==> src/rtl/ssram_read_dma_if.sv <==
// Avalon-MM read-side bus between ssram_read_dma (master) and ssram_controller (slave).
// Active-low read strobe, waitrequest stall and a pipelined readdatavalid return path.
interface ssram_read_dma_if #(
    parameter int ADDR_W = 28,
    parameter int DATA_W = 32
);
    logic [ADDR_W-1:0] avm_address;
    logic              avm_read_n;
    logic              avm_write_n;
    logic [DATA_W-1:0] avm_writedata;
    logic              avm_waitrequest;
    logic [DATA_W-1:0] avm_readdata;
    logic              avm_readdatavalid;

    modport master (
        output avm_address,
        output avm_read_n,
        output avm_write_n,
        output avm_writedata,
        input  avm_waitrequest,
        input  avm_readdata,
        input  avm_readdatavalid
    );

    modport slave (
        input  avm_address,
        input  avm_read_n,
        input  avm_write_n,
        input  avm_writedata,
        output avm_waitrequest,
        output avm_readdata,
        output avm_readdatavalid
    );
endinterface

==> src/rtl/ssram_read_dma.sv <==
// Command-driven read engine: turns (addr, len) into single-word Avalon reads and streams the
// returned words out through a credit-protected FIFO, since the return path cannot be stalled.
module ssram_read_dma #(
    parameter int ADDR_W  = 28,
    parameter int DATA_W  = 32,
    parameter int LEN_W   = 16,
    parameter int FIFO_AW = 4
) (
    input  logic                  CLOCK_0deg,
    input  logic                  reset_reset_n,
    input  logic                  cmd_valid,
    output logic                  cmd_ready,
    input  logic [ADDR_W-1:0]     cmd_addr,
    input  logic [LEN_W-1:0]      cmd_len,
    output logic                  busy,
    output logic                  done,
    output logic                  err,
    ssram_read_dma_if.master      avm,
    output logic                  dout_valid,
    output logic [DATA_W-1:0]     dout_data,
    output logic                  dout_last,
    input  logic                  dout_ready
);
    localparam int DEPTH = 1 << FIFO_AW;
    localparam int CW    = FIFO_AW + 1;

    typedef enum logic [1:0] {IDLE, ISSUE, DRAIN} state_t;

    state_t state, state_next;

    logic [ADDR_W-1:0] addr_q;
    logic [LEN_W-1:0]  len_q;
    logic [LEN_W-1:0]  issued;
    logic [LEN_W-1:0]  popped;
    logic [CW-1:0]     outstanding;
    logic [CW-1:0]     fifo_count;
    logic [FIFO_AW-1:0] wr_ptr;
    logic [FIFO_AW-1:0] rd_ptr;
    logic [DATA_W-1:0] fifo_mem [DEPTH];
    logic              read_n_q;
    logic              done_q;
    logic              err_q;

    logic              cmd_take;
    logic              cmd_noop;
    logic              rd_accept;
    logic              final_accept;
    logic              fifo_empty;
    logic              fifo_full;
    logic              ret_ok;
    logic              ret_bad;
    logic              pop;
    logic              last_word;
    logic              last_pop;
    logic              read_n_next;
    logic [CW-1:0]     out_next;
    logic [CW-1:0]     cnt_next;
    logic [CW:0]       credit_next;

    always_comb begin
        cmd_take     = (state == IDLE) && cmd_valid && (cmd_len != '0);
        cmd_noop     = (state == IDLE) && cmd_valid && (cmd_len == '0);
        rd_accept    = !read_n_q && !avm.avm_waitrequest;
        final_accept = rd_accept && (issued == len_q - LEN_W'(1));
        fifo_empty   = (fifo_count == '0);
        fifo_full    = (fifo_count == CW'(DEPTH));
        // A return with nothing outstanding, or with no room left, is a controller protocol fault.
        ret_ok       = avm.avm_readdatavalid && (outstanding != '0) && !fifo_full;
        ret_bad      = avm.avm_readdatavalid && !ret_ok;
        last_word    = !fifo_empty && (state != IDLE) && (popped == len_q - LEN_W'(1));
        pop          = !fifo_empty && dout_ready;
        last_pop     = pop && last_word;
        out_next     = outstanding + CW'(rd_accept) - CW'(ret_ok);
        cnt_next     = fifo_count + CW'(ret_ok) - CW'(pop);
        credit_next  = {1'b0, out_next} + {1'b0, cnt_next};
    end

    always_ff @(posedge CLOCK_0deg or negedge reset_reset_n) begin
        if (!reset_reset_n) begin
            state <= IDLE;
        end else begin
            state <= state_next;
        end
    end

    always_comb begin
        state_next = state;
        case (state)
            IDLE:    if (cmd_take)     state_next = ISSUE;
            ISSUE:   if (final_accept) state_next = DRAIN;
            DRAIN:   if (last_pop)     state_next = IDLE;
            default:                   state_next = IDLE;
        endcase
    end

    // Request for next cycle: a stalled request is held; otherwise issue only while the words
    // already in flight plus those buffered leave a free FIFO slot after this cycle's traffic.
    always_comb begin
        read_n_next = 1'b1;
        if (state == IDLE) begin
            read_n_next = !cmd_take;
        end else if ((state == ISSUE) && !final_accept) begin
            if (!read_n_q && avm.avm_waitrequest) begin
                read_n_next = 1'b0;
            end else begin
                read_n_next = !(credit_next < (CW+1)'(DEPTH));
            end
        end
    end

    always_comb begin
        cmd_ready         = (state == IDLE);
        busy              = (state != IDLE);
        done              = done_q;
        err               = err_q;
        avm.avm_address   = addr_q;
        avm.avm_read_n    = read_n_q;
        avm.avm_write_n   = 1'b1;
        avm.avm_writedata = '0;
        dout_valid        = !fifo_empty;
        dout_data         = fifo_mem[rd_ptr];
        dout_last         = last_word;
    end

    always_ff @(posedge CLOCK_0deg or negedge reset_reset_n) begin
        if (!reset_reset_n) begin
            addr_q      <= '0;
            len_q       <= '0;
            issued      <= '0;
            popped      <= '0;
            outstanding <= '0;
            fifo_count  <= '0;
            wr_ptr      <= '0;
            rd_ptr      <= '0;
            read_n_q    <= 1'b1;
            done_q      <= 1'b0;
            err_q       <= 1'b0;
        end else begin
            done_q      <= cmd_noop || last_pop;
            read_n_q    <= read_n_next;
            outstanding <= out_next;
            fifo_count  <= cnt_next;
            if (ret_bad) begin
                err_q <= 1'b1;
            end
            if (cmd_take) begin
                addr_q <= cmd_addr;
                len_q  <= cmd_len;
                issued <= '0;
                popped <= '0;
            end else begin
                if (rd_accept) begin
                    addr_q <= addr_q + ADDR_W'(1);
                    issued <= issued + LEN_W'(1);
                end
                if (pop) begin
                    popped <= popped + LEN_W'(1);
                end
            end
            if (ret_ok) begin
                wr_ptr <= wr_ptr + FIFO_AW'(1);
            end
            if (pop) begin
                rd_ptr <= rd_ptr + FIFO_AW'(1);
            end
        end
    end

    // Storage has no reset: only pointer-covered entries are ever presented with dout_valid.
    always_ff @(posedge CLOCK_0deg) begin
        if (ret_ok) begin
            fifo_mem[wr_ptr] <= avm.avm_readdata;
        end
    end
endmodule

==> src/flat_wrapper.sv <==
// flat-port wrapper written by rule: the top's interface ports become plain ports
module ssram_read_dma_flat 
#(
    parameter int ADDR_W  = 28,
    parameter int DATA_W  = 32,
    parameter int LEN_W   = 16,
    parameter int FIFO_AW = 4
)
  (CLOCK_0deg, reset_reset_n, cmd_valid, cmd_ready, cmd_addr, cmd_len, busy, done, err, dout_valid, dout_data, dout_last, dout_ready, avm_avm_address, avm_avm_read_n, avm_avm_write_n, avm_avm_writedata, avm_avm_waitrequest, avm_avm_readdata, avm_avm_readdatavalid);
  ssram_read_dma_if #(.ADDR_W(ADDR_W), .DATA_W(DATA_W)) avm_i ();
  input  logic CLOCK_0deg;
  input  logic reset_reset_n;
  input  logic cmd_valid;
  output logic cmd_ready;
  input  logic [ADDR_W-1:0] cmd_addr;
  input  logic [LEN_W-1:0] cmd_len;
  output logic busy;
  output logic done;
  output logic err;
  output logic dout_valid;
  output logic [DATA_W-1:0] dout_data;
  output logic dout_last;
  input  logic dout_ready;
  output wire logic [$bits(avm_i.avm_address)-1:0] avm_avm_address;
  output wire logic [$bits(avm_i.avm_read_n)-1:0] avm_avm_read_n;
  output wire logic [$bits(avm_i.avm_write_n)-1:0] avm_avm_write_n;
  output wire logic [$bits(avm_i.avm_writedata)-1:0] avm_avm_writedata;
  input wire logic [$bits(avm_i.avm_waitrequest)-1:0] avm_avm_waitrequest;
  input wire logic [$bits(avm_i.avm_readdata)-1:0] avm_avm_readdata;
  input wire logic [$bits(avm_i.avm_readdatavalid)-1:0] avm_avm_readdatavalid;
  assign avm_avm_address = avm_i.avm_address;
  assign avm_avm_read_n = avm_i.avm_read_n;
  assign avm_avm_write_n = avm_i.avm_write_n;
  assign avm_avm_writedata = avm_i.avm_writedata;
  assign avm_i.avm_waitrequest = avm_avm_waitrequest;
  assign avm_i.avm_readdata = avm_avm_readdata;
  assign avm_i.avm_readdatavalid = avm_avm_readdatavalid;
  ssram_read_dma #(.ADDR_W(ADDR_W), .DATA_W(DATA_W), .LEN_W(LEN_W), .FIFO_AW(FIFO_AW)) u_core (.CLOCK_0deg(CLOCK_0deg), .reset_reset_n(reset_reset_n), .cmd_valid(cmd_valid), .cmd_ready(cmd_ready), .cmd_addr(cmd_addr), .cmd_len(cmd_len), .busy(busy), .done(done), .err(err), .avm(avm_i), .dout_valid(dout_valid), .dout_data(dout_data), .dout_last(dout_last), .dout_ready(dout_ready));
endmodule
==> config.mk <==
export PLATFORM = sky130hd
export DESIGN_NAME = ssram_read_dma_flat
export DESIGN_NICKNAME = d
export VERILOG_FILES = /design/src/rtl/ssram_read_dma_if.sv /design/src/rtl/ssram_read_dma.sv /design/src/flat_wrapper.sv
export SDC_FILE = /design/constraint.sdc
export NUM_CORES = 1
export LEC_CHECK = 0
export BUFFER_PORTS_ARGS = -buffer_cell sky130_fd_sc_hd__buf_2
export CAP_MARGIN = 20
export CORE_MARGIN = 3
export CORE_UTILIZATION = 41
export DETAILED_ROUTE_END_ITERATION = 12
export PLACE_DENSITY = 0.57
export SLEW_MARGIN = 25
export SYNTH_ARGS = -nofsm -noshare
export SYNTH_HDL_FRONTEND = slang
export SYNTH_SLANG_ARGS = --single-unit
export TNS_END_PERCENT = 10
==> constraint.sdc <==
create_clock -name CLOCK_0deg -period 5.1 [get_ports CLOCK_0deg]
set_input_delay 0.765 -clock CLOCK_0deg [delete_from_list [all_inputs] [get_ports CLOCK_0deg]]
set_output_delay 0.765 -clock CLOCK_0deg [all_outputs]
set_load 0.03 [all_outputs]
==> results of run 1 <==
final cells by class:
| type | instances | area [um^2] | area share, % |
|---|---|---|---|
| Antenna cell | 2 | 5.00 | 0.0172 |
| Clock buffer | 83 | 1660 | 5.70 |
| Clock inverter | 29 | 364 | 1.25 |
| Inverter | 33 | 124 | 0.425 |
| Multi-Input combinational cell | 699 | 7100 | 24.3 |
| Sequential cell | 611 | 17900 | 61.3 |
| Tap cell | 782 | 978 | 3.36 |
| Timing Repair Buffer | 183 | 1060 | 3.62 |
power by group through the flow:
stage	Combinational [mW]	Clock, mW	Sequential, mW
after global routing	5.13	4.82	6.53
final	4.73	4.49	6.46
after floorplan	3.58	0	6.31
after CTS	4.86	4.60	6.47
after detailed placement	4.84	0	6.57
after global placement	4.81	0	6.55
logic make-up (layout without fill, tap and decap cells):
kind of cell	after synthesis	count (layout)	share of synthesized area, %
DFF	611	611	70.4
and+or+nand+nor	285	285	5.52
muxes	163	163	14.3
buffers and inverters	139	328	2.62
xor gates and xnor gates	107	107	3.81
AOI/OAI and AO/OA	84	84	1.95
adders and majority gates	27	27	1.39
other	2	35	0.0296
stage by stage:
stage | cells | util, % | worst slack, ps | hold slack (ps) | instance area [um^2]
finish | 2422 | 47.9 | 789 | 240 | 29100
global route | 2420 | 47.9 | 531 | 279 | 29100
CTS | 2420 | 47.9 | 749 | 241 | 29100
detailed placement | 2308 | 44.6 | 1260 | 560 | 27100
global placement | 2308 | 44.6 | 1250 | 553 | 27100
floorplan | 1449 | - | 773 | 469 | 25500
how the worst max path moves through the flow:
stage,to,cells past startpoint,start
after floorplan,u_core.fifo_mem[3][0],4,avm_avm_readdatavalid
after global placement,u_core.avm.avm_read_n,19,u_core.fifo_count[3]
after detailed placement,u_core.avm.avm_read_n,19,u_core.fifo_count[2]
after CTS,dout_last,9,u_core.len_q[0]
after global routing,dout_last,9,u_core.len_q[0]
final,dout_last,9,u_core.len_q[0]
flip-flops by register name (all words and copies together) (netlist names):
name	count
u_core.popped	16
u_core.fifo_mem	512
u_core.issued	16
u_core.outstanding	5
u_core.done	1
u_core.avm.avm_read_n	1
u_core.err	1
u_core.state	2
u_core.len_q	16
u_core.wr_ptr	4
u_core.avm.avm_address	28
u_core.rd_ptr	4
u_core.fifo_count	5
layer usage:
layer / up-vias / track usage [%] / routed length [um]
met4: 6 / 3.42 / 894
met5: - / 0 / 41
met3: 76 / 4.16 / 3680
li1: 5816 / - / -
met2: 357 / 28.4 / 27100
met1: 6791 / 24.8 / 24600
cells in the mapped netlist, types with 3 or more instances:
cell type,number
ha_1,25
clkbuf_1,49
and3_1,10
inv_1,33
or4_1,3
nand2_1,100
o21ai_0,45
nor3_1,13
edfxtp_1,512
nor2_1,64
a31oi_1,3
nor4_1,13
nand4b_1,3
buf_2,4
and2_1,3
dfrtp_1,98
buf_4,33
buf_1,18
and4_1,6
xnor2_1,57
nand4_1,23
a21oi_1,16
nand2b_1,3
nand3_1,21
mux4_2,160
xor2_1,48
or3_1,8
==> summary.txt, run 1 <==
Synthesis
  • EDFF count, synth: 512
  • Sequential share of the synthesized area: 70.4%
  • Most used DFF post-synth: edfxtp_1
  • Mapped Cells: 1,418
  • Mean post-synth cell area: 17.9 um^2
  • Largest cells by area after synthesis: edfxtp_1 (61%), mux4_2 (14%), dfrtp_1 (9.7%)
  • Syn Std Cell Area: 25,400 um^2
  • Seq cells post-synth: 611
  • Synth unique cells: 64
  • FFs w/ async S/R, synth: 16.2%
  • Cell taking the most area after synthesis: edfxtp_1
  • Top cell type's share of synthesized area: 60.6%
  • Synth Warn #: 0

Power
  • Power Internal: 10.7 mW
  • Comb pwr share: 30.2%
  • Leak: 10.2 nW
  • PwrDens: 538 nW/um^2
  • Design Power: 15.7 mW
  • Max VDD drop: 315 uV
  • Sequential share of power: 41.2%
  • Clock power frac: 28.6%
  • Psw: 4.97 mW
  • Sw frac: 31.7%

Global routing
  • Largest net degree at the start of global routing: 66
  • Initial antenna violation count: 5
  • Gr usage total: 17.6%
  • Number of global-route vias before repair: 13,600
  • First-pass GRT wire length: 85.5 mm
  • GRT overflow: 0

Worst setup path
  • Critical path type: reg -> out
  • CP Cell Sequence: inv_1 > ha_1 > or4b_1 > nor4b_2 > xnor2_1 > o211ai_1 > nor4_1 > and3_1 > buf_2
  • Reg-to-reg setup timing slack: 1270 ps
  • FF-to-FF End: u_core.avm.avm_read_n
  • Crit-path slowest cell: or4b_1
  • Nature of the critical path startpoint: flop
  • Worst EP arrival: 3550 ps
  • CP bufs+invs: 2
  • Worst path top cell family by delay: simple AND/OR/NAND/NOR gates
  • Setup crit end kind: primary output
  • Worst Path Required: 4340 ps
  • Depth of the worst register-to-register path: 19
  • Worst Path Max Fanout: 5
  • Slowest stage delay, CP: 520 ps
  • RR Startpoint: u_core.fifo_count[3]

Finish
  • Share of cells above drive strength 1: 28.3%
  • Area grow syn2layout: 14.9%
  • Commonest non-fill, non-tap cell in the layout: edfxtp_1
  • Filler cell count: 5,174
  • Final #Nets: 1,698
  • Commonest non-fill, non-tap cells in the layout: edfxtp_1 (512), mux4_2 (160), buf_2 (147)

STA
  • # setup viols final: 0
  • Final Slew Violations: 0
  • Skew final: 41.2 ps
  • Setup total negative slack: 0 ps
  • Hold Vio Cnt, Final: 0
  • RSZ-0062 raised after global routing: no
  • Tcrit/Tclk final: 84.5%
  • Fmax: 0.232 GHz
  • Minimum clock period: 4310 ps
  • Slew margin rel.: 36.3%
  • Worst Max-Slew Pin Slew: 953 ps

Route
  • Detailed Routing Iterations Pass 1: 5
  • # DRC: 0
  • Via density: 5.39
  • Total wire length: 56.4 mm
  • Wire per inst: 23.3 um
  • Via Count: 13,000
  • Routed Antenna Nets: 0
  • DRT iter0 DRCs: 953

Floorplan
  • Die X: 255 um
  • Die height: 255 um
  • DIE AREA: 64,900 um^2
  • Num rows: 90
  • Starting density of the core: 41.7%
  • Core Box Area: 60,800 um^2
  • I/O pin count: 182

Clocking
  • Post-cts resize count: 0
  • CTS sink cnt: 611
  • Clk buf depth: 3
  • H-tree Lvls: 2
  • Post-CTS Setup Inserts: 0
  • CTS tree: built
  • Hold Buf Count CTS: 0
  • Clk Latency, worst-skew pair: 650 ps
  • Worst-path clk slew: 60 ps
  • Root Buffer: clkbuf_16
  • Total CTS buffers: 61

Min path
  • Hold Path Class: in -> async

Job
  • Max_cap viols: 0

Placement
  • DP Wirelength: 32.6 mm
  • I/O Buffers: 148
  • Routability-driven placement congestion ratio: 0.802

Status
  • Outcome: complete, no violations
Note: power is estimated with default switching activity, not from simulation.
==> run 2: changes to the inputs <==
==> constraint.sdc (replaced) <==
create_clock -name CLOCK_0deg -period 4.4 [get_ports CLOCK_0deg]
set_input_delay 0.66 -clock CLOCK_0deg [delete_from_list [all_inputs] [get_ports CLOCK_0deg]]
set_output_delay 0.66 -clock CLOCK_0deg [all_outputs]
set_load 0.03 [all_outputs]
==> run 2 against run 1 <==
Routed wire length up 0.28%. Non-clock buffer count is 2 higher. Sequential share of layout area down 0.38 points. Critical path depth stayed put. Largest cell class unchanged. Largest power group unchanged.
==> summary.txt, run 2 (same netlist as run 1, synthesis figures left out) <==
Status
  • Outcome: complete, no violations

Floorplan
  • Core Box Area: 60,800 um^2
  • Num rows: 90
  • Die X: 255 um
  • Die height: 255 um
  • DIE AREA: 64,900 um^2
  • Starting density of the core: 41.7%
  • I/O pin count: 182

Clocking
  • Hold Buf Count CTS: 0
  • Post-cts resize count: 0
  • Clk buf depth: 3
  • CTS tree: built
  • CTS sink cnt: 611
  • Total CTS buffers: 68
  • Root Buffer: clkbuf_16
  • H-tree Lvls: 3
  • Post-CTS Setup Inserts: 0
  • Clk Latency, worst-skew pair: 590 ps
  • Worst-path clk slew: 50 ps

Route
  • # DRC: 0
  • Wire per inst: 23.3 um
  • DRT iter0 DRCs: 885
  • Via Count: 13,200
  • Via density: 5.41
  • Total wire length: 56.5 mm
  • Routed Antenna Nets: 0
  • Detailed Routing Iterations Pass 1: 5

Global routing
  • GR Util met3: 3.44%
  • Number of global-route vias before repair: 13,700
  • Most Used Layer, Global Route: met2
  • M2 GR Usage: 29.0%
  • Met1 usage in global routing: 24.8%
  • Initial antenna violation count: 4
  • GRT overflow: 0
  • First-pass GRT wire length: 86.1 mm
  • Gr usage total: 17.8%
  • Largest net degree at the start of global routing: 66

STA
  • Hold Vio Cnt, Final: 0
  • Tcrit/Tclk final: 94.0%
  • Fmax: 0.242 GHz
  • Skew final: 17.9 ps
  • Final Slew Violations: 0
  • Worst Max-Slew Pin Slew: 980 ps
  • Slew margin rel.: 34.7%
  • RSZ-0062 raised after global routing: no
  • # setup viols final: 0
  • Setup total negative slack: 0 ps
  • Minimum clock period: 4140 ps

Finish
  • Max FFs per register: 512
  • Final #Nets: 1,707
  • Share of cells above drive strength 1: 28.9%
  • Number of diodes: 0
  • Commonest non-fill, non-tap cell in the layout: edfxtp_1
  • Area grow syn2layout: 15.6%
  • Commonest non-fill, non-tap cells in the layout: edfxtp_1 (512), mux4_2 (160), buf_2 (147)
  • Top reg by flops: u_core.fifo_mem
  • Fin area: 29,300 um^2
  • Filler cell count: 5,109

Placement
  • Routability-driven placement congestion ratio: 0.815
  • I/O Buffers: 148
  • DP Wirelength: 32.2 mm
  • Placed Area: 27,200 um^2

Worst setup path
  • Crit-path slowest cell: or4b_1
  • Worst Path Max Fanout: 5
  • Critical Path Sink: dout_last
  • Reg-to-reg setup timing slack: 750 ps
  • Worst EP arrival: 3480 ps
  • Nature of the critical path startpoint: flop
  • CP Cell Sequence: inv_1 > ha_1 > or4b_1 > nor4b_2 > xnor2_1 > o211ai_1 > nor4_1 > and3_1 > buf_2
  • Worst path top cell family by delay: simple AND/OR/NAND/NOR gates
  • CP bufs+invs: 2
  • RR Startpoint: u_core.fifo_count[2]
  • Depth of the worst register-to-register path: 19
  • Worst Path Required: 3740 ps
  • Setup crit end kind: primary output
  • Critical path type: reg -> out
  • CP Launch Point: u_core.len_q[0]
  • Slowest stage delay, CP: 520 ps
  • FF-to-FF End: u_core.avm.avm_read_n
  • Worst path depth: 9

Min path
  • Hold Path Class: in -> async

Power
  • Leak: 10.2 nW
  • PwrDens: 625 nW/um^2
  • Max VDD drop: 317 uV

Job
  • Max_cap viols: 0
run 2: changes by cell type in the layout (fill, tap and decap cells not counted), moves of 3 or more:
cell	previous run	this run
buf_12	4	13
buf_4	32	25
bufinv_16	6	3
clkbuf_1	18	5
clkbuf_16	62	68
clkbuf_8	3	0
clkinv_1	6	15
clkinv_2	9	12
clkinvlp_4	3	9
inv_6	0	3
run 2: power breakdown:
group	switching (mW)	leakage, nW	internal, mW
Clock	2.27	0.997	3.02
Sequential	0.639	5.90	6.95
Combinational	2.93	3.32	2.53
Total	5.83	10.2	12.5
run 2: worst register-to-register path: stages (launching register included):
cell and delay [ps]:
dfrtp_1 380, inv_1 80, ha_1 160, or4b_2 650, and2_1 210, ha_1 290
inv_1 60, ha_1 150, inv_1 50, fa_1 390, inv_1 70, a21oi_1 60
nor2_1 80, nor2_1 60, xnor2_1 200, ha_1 270, nor3_1 160, nand2_1 70
o21ai_0 70, a21oi_1 80
run 2: worst min path at each step:
stage	to	startpoint	slack (ps)	cells past startpoint
floorplan	u_core.avm.avm_address[0]	reset_reset_n	360	0
global placement	u_core.err	u_core.err	490	1
detailed placement	u_core.err	u_core.err	480	1
CTS	u_core.issued[8]	reset_reset_n	210	1
global route	u_core.len_q[2]	reset_reset_n	250	1
finish	u_core.len_q[6]	reset_reset_n	200	1
run 2: final cells by class:
cell class	instances	area [um^2]	share of cell area, %
Sequential cell	611	17900	60.9
Inverter	33	124	0.422
Tap cell	782	978	3.34
Clock inverter	47	363	1.24
Multi-Input combinational cell	699	7100	24.2
Clock buffer	73	1720	5.87
Timing Repair Buffer	185	1180	4.04
run 2: layer usage:
metal	up-vias	wire length [um]
li1	5835	-
met1	6903	24800
met2	336	27700
met3	70	3030
met4	6	898
met5	-	45
run 2: per-stage QoR:
stage	setup WS (ps)	hold WS [ps]	power [mW]	std cells	util (%)
after floorplan	178	364	11.5	1449	-
after global placement	753	485	13.3	2310	44.8
after detailed placement	717	479	13.3	2310	44.8
after CTS	246	207	18.7	2430	48.2
after global routing	106	252	19.3	2430	48.2
final	264	204	18.3	2430	48.2
==> run 3: changes to the inputs <==
--- a/config.mk
+++ b/config.mk
@@ -7,10 +7,13 @@
 export LEC_CHECK = 0
 export BUFFER_PORTS_ARGS = -buffer_cell sky130_fd_sc_hd__buf_2
 export CAP_MARGIN = 20
+export CELL_PAD_IN_SITES_DETAIL_PLACEMENT = 0
+export CELL_PAD_IN_SITES_GLOBAL_PLACEMENT = 1
 export CORE_MARGIN = 3
 export CORE_UTILIZATION = 41
 export DETAILED_ROUTE_END_ITERATION = 12
-export PLACE_DENSITY = 0.57
+export HOLD_SLACK_MARGIN = 0.03
+export PLACE_DENSITY = 0.64
 export SLEW_MARGIN = 25
 export SYNTH_ARGS = -nofsm -noshare
 export SYNTH_HDL_FRONTEND = slang
==> run 3 against run 2 <==
Sequential power down 1%. Critical path type unchanged. Critical endpoint unchanged. Worst hold slack worse by 95 ps. First-iteration DRC count up 11%.
==> summary.txt, run 3 (same netlist as run 1, synthesis figures left out) <==
STA
  • Hold Vio Cnt, Final: 0
  • # setup viols final: 0
  • RSZ-0062 raised after global routing: no
  • Setup total negative slack: 0 ps
  • PnR worst setup slack: 338 ps
  • Fmax: 0.246 GHz
  • Minimum clock period: 4060 ps
  • Tcrit/Tclk final: 92.3%
  • Final Slew Violations: 0
  • Skew final: 31.8 ps
  • Slew margin rel.: 40.9%
  • WHS: 110 ps
  • Worst Max-Slew Pin Slew: 884 ps

Floorplan
  • I/O pin count: 182
  • DIE AREA: 64,900 um^2
  • Starting density of the core: 41.7%
  • Die height: 255 um
  • Die X: 255 um
  • Core Box Area: 60,800 um^2
  • Num rows: 90

Worst setup path
  • Worst Path Required: 3740 ps
  • Worst Path Max Fanout: 5
  • Setup crit end kind: primary output
  • Critical path type: reg -> out
  • Worst EP arrival: 3400 ps
  • Reg-to-reg setup timing slack: 770 ps
  • Nature of the critical path startpoint: flop

Route
  • Via density: 5.37
  • Via Count: 13,100
  • Detailed Routing Iterations Pass 1: 5
  • # DRC: 0
  • Total wire length: 55.8 mm
  • DRT iter0 DRCs: 981
  • Wire per inst: 22.9 um
  • Routed Antenna Nets: 0

Power
  • Design Power: 18.4 mW
  • Clock power frac: 29.7%
  • Sequential share of power: 40.7%
  • Sw frac: 31.3%
  • Power Internal: 12.7 mW
  • PwrDens: 628 nW/um^2
  • Comb pwr share: 29.5%
  • Max VDD drop: 327 uV
  • Leak: 10.3 nW
  • Psw: 5.77 mW

Finish
  • Final #Nets: 1,712
  • Filler cell count: 5,173
  • Multi-input gate area: 7100 um^2
  • Share of cells above drive strength 1: 29.3%
  • Commonest non-fill, non-tap cells in the layout: edfxtp_1 (512), mux4_2 (160), buf_2 (147)
  • Top reg by flops: u_core.fifo_mem
  • Max FFs per register: 512
  • Fin area: 29,300 um^2
  • Commonest non-fill, non-tap cell in the layout: edfxtp_1
  • Core Util, Final: 48.3%
  • Area grow syn2layout: 15.7%
  • Layout Cells excl Fill: 2,437
  • Reg area: 17,900 um^2

Clocking
  • Worst-path clk slew: 50 ps
  • CTS sink cnt: 611
  • Clk buf depth: 3
  • Hold Buf Count CTS: 0
  • H-tree Lvls: 3
  • Clk Latency, worst-skew pair: 600 ps
  • Root Buffer: clkbuf_16
  • Post-CTS Setup Inserts: 0
  • Post-cts resize count: 0
  • Total CTS buffers: 66
  • CTS tree: built

Global routing
  • Number of global-route vias before repair: 13,800
  • GRT overflow: 0
  • Initial antenna violation count: 8
  • Largest net degree at the start of global routing: 76
  • Gr usage total: 17.8%
  • First-pass GRT wire length: 86.5 mm

Placement
  • Routability-driven placement congestion ratio: 0.776
  • Post-place setup slack: 748 ps
  • Placed Area: 27,200 um^2
  • DP Wirelength: 33.3 mm
  • Placed Instances: 2,317
  • I/O Buffers: 148

Status
  • Outcome: complete, no violations

Min path
  • Hold Path Class: in -> async

Job
  • Max_cap viols: 0
[run 3: area by class of cell]
class                      count  share of cell area, %
antenna                        1                0.00853
clock buffer                  82                   5.93
clock inverter                37                   1.43
inverter                      33                  0.422
multi-input combinational    699                   24.2
sequential                   611                   60.9
tap                          782                   3.33
timing repair buffer         192                   3.83
[run 3: worst paths after layout]
path,end,depth (start not counted),from
max in group asynchronous,u_core.rd_ptr[1],2,reset_reset_n
worst min-delay path,u_core.issued[9],1,reset_reset_n
worst max register to register,u_core.avm.avm_read_n,19,u_core.fifo_count[3]
worst min register to register,u_core.err,1,u_core.err
min in group CLOCK_0deg,u_core.avm.avm_address[24],3,cmd_addr[24]
worst max-delay path,dout_last,9,u_core.len_q[0]
[run 3: per-layer routing]
layer	GRT usage (%)	up-vias	wire length (um)
li1	-	5861	-
met1	24.2	6805	24300
met2	29.1	310	27300
met3	4.30	92	2960
met4	4.54	12	1150
met5	0	-	83
[run 3: worst max-delay path, cell delays in order, from the launching register on]
cell and delay [ps]:
dfrtp_1 430, inv_1 90, ha_1 230, or4b_1 540
nor4b_2 430, xnor2_1 180, o211ai_1 120, nor4_1 360
and3_1 230, buf_2 200
[run 3: power groups by stage]
stage               logic [mW]  clock network (mW)  registers (mW)
floorplan                 4.15                   0            7.31
global route              5.93                5.89            7.59
CTS                       5.61                5.63            7.52
global placement          5.56                   0            7.60
detailed placement        5.59                   0            7.64
finish                    5.44                5.48            7.51
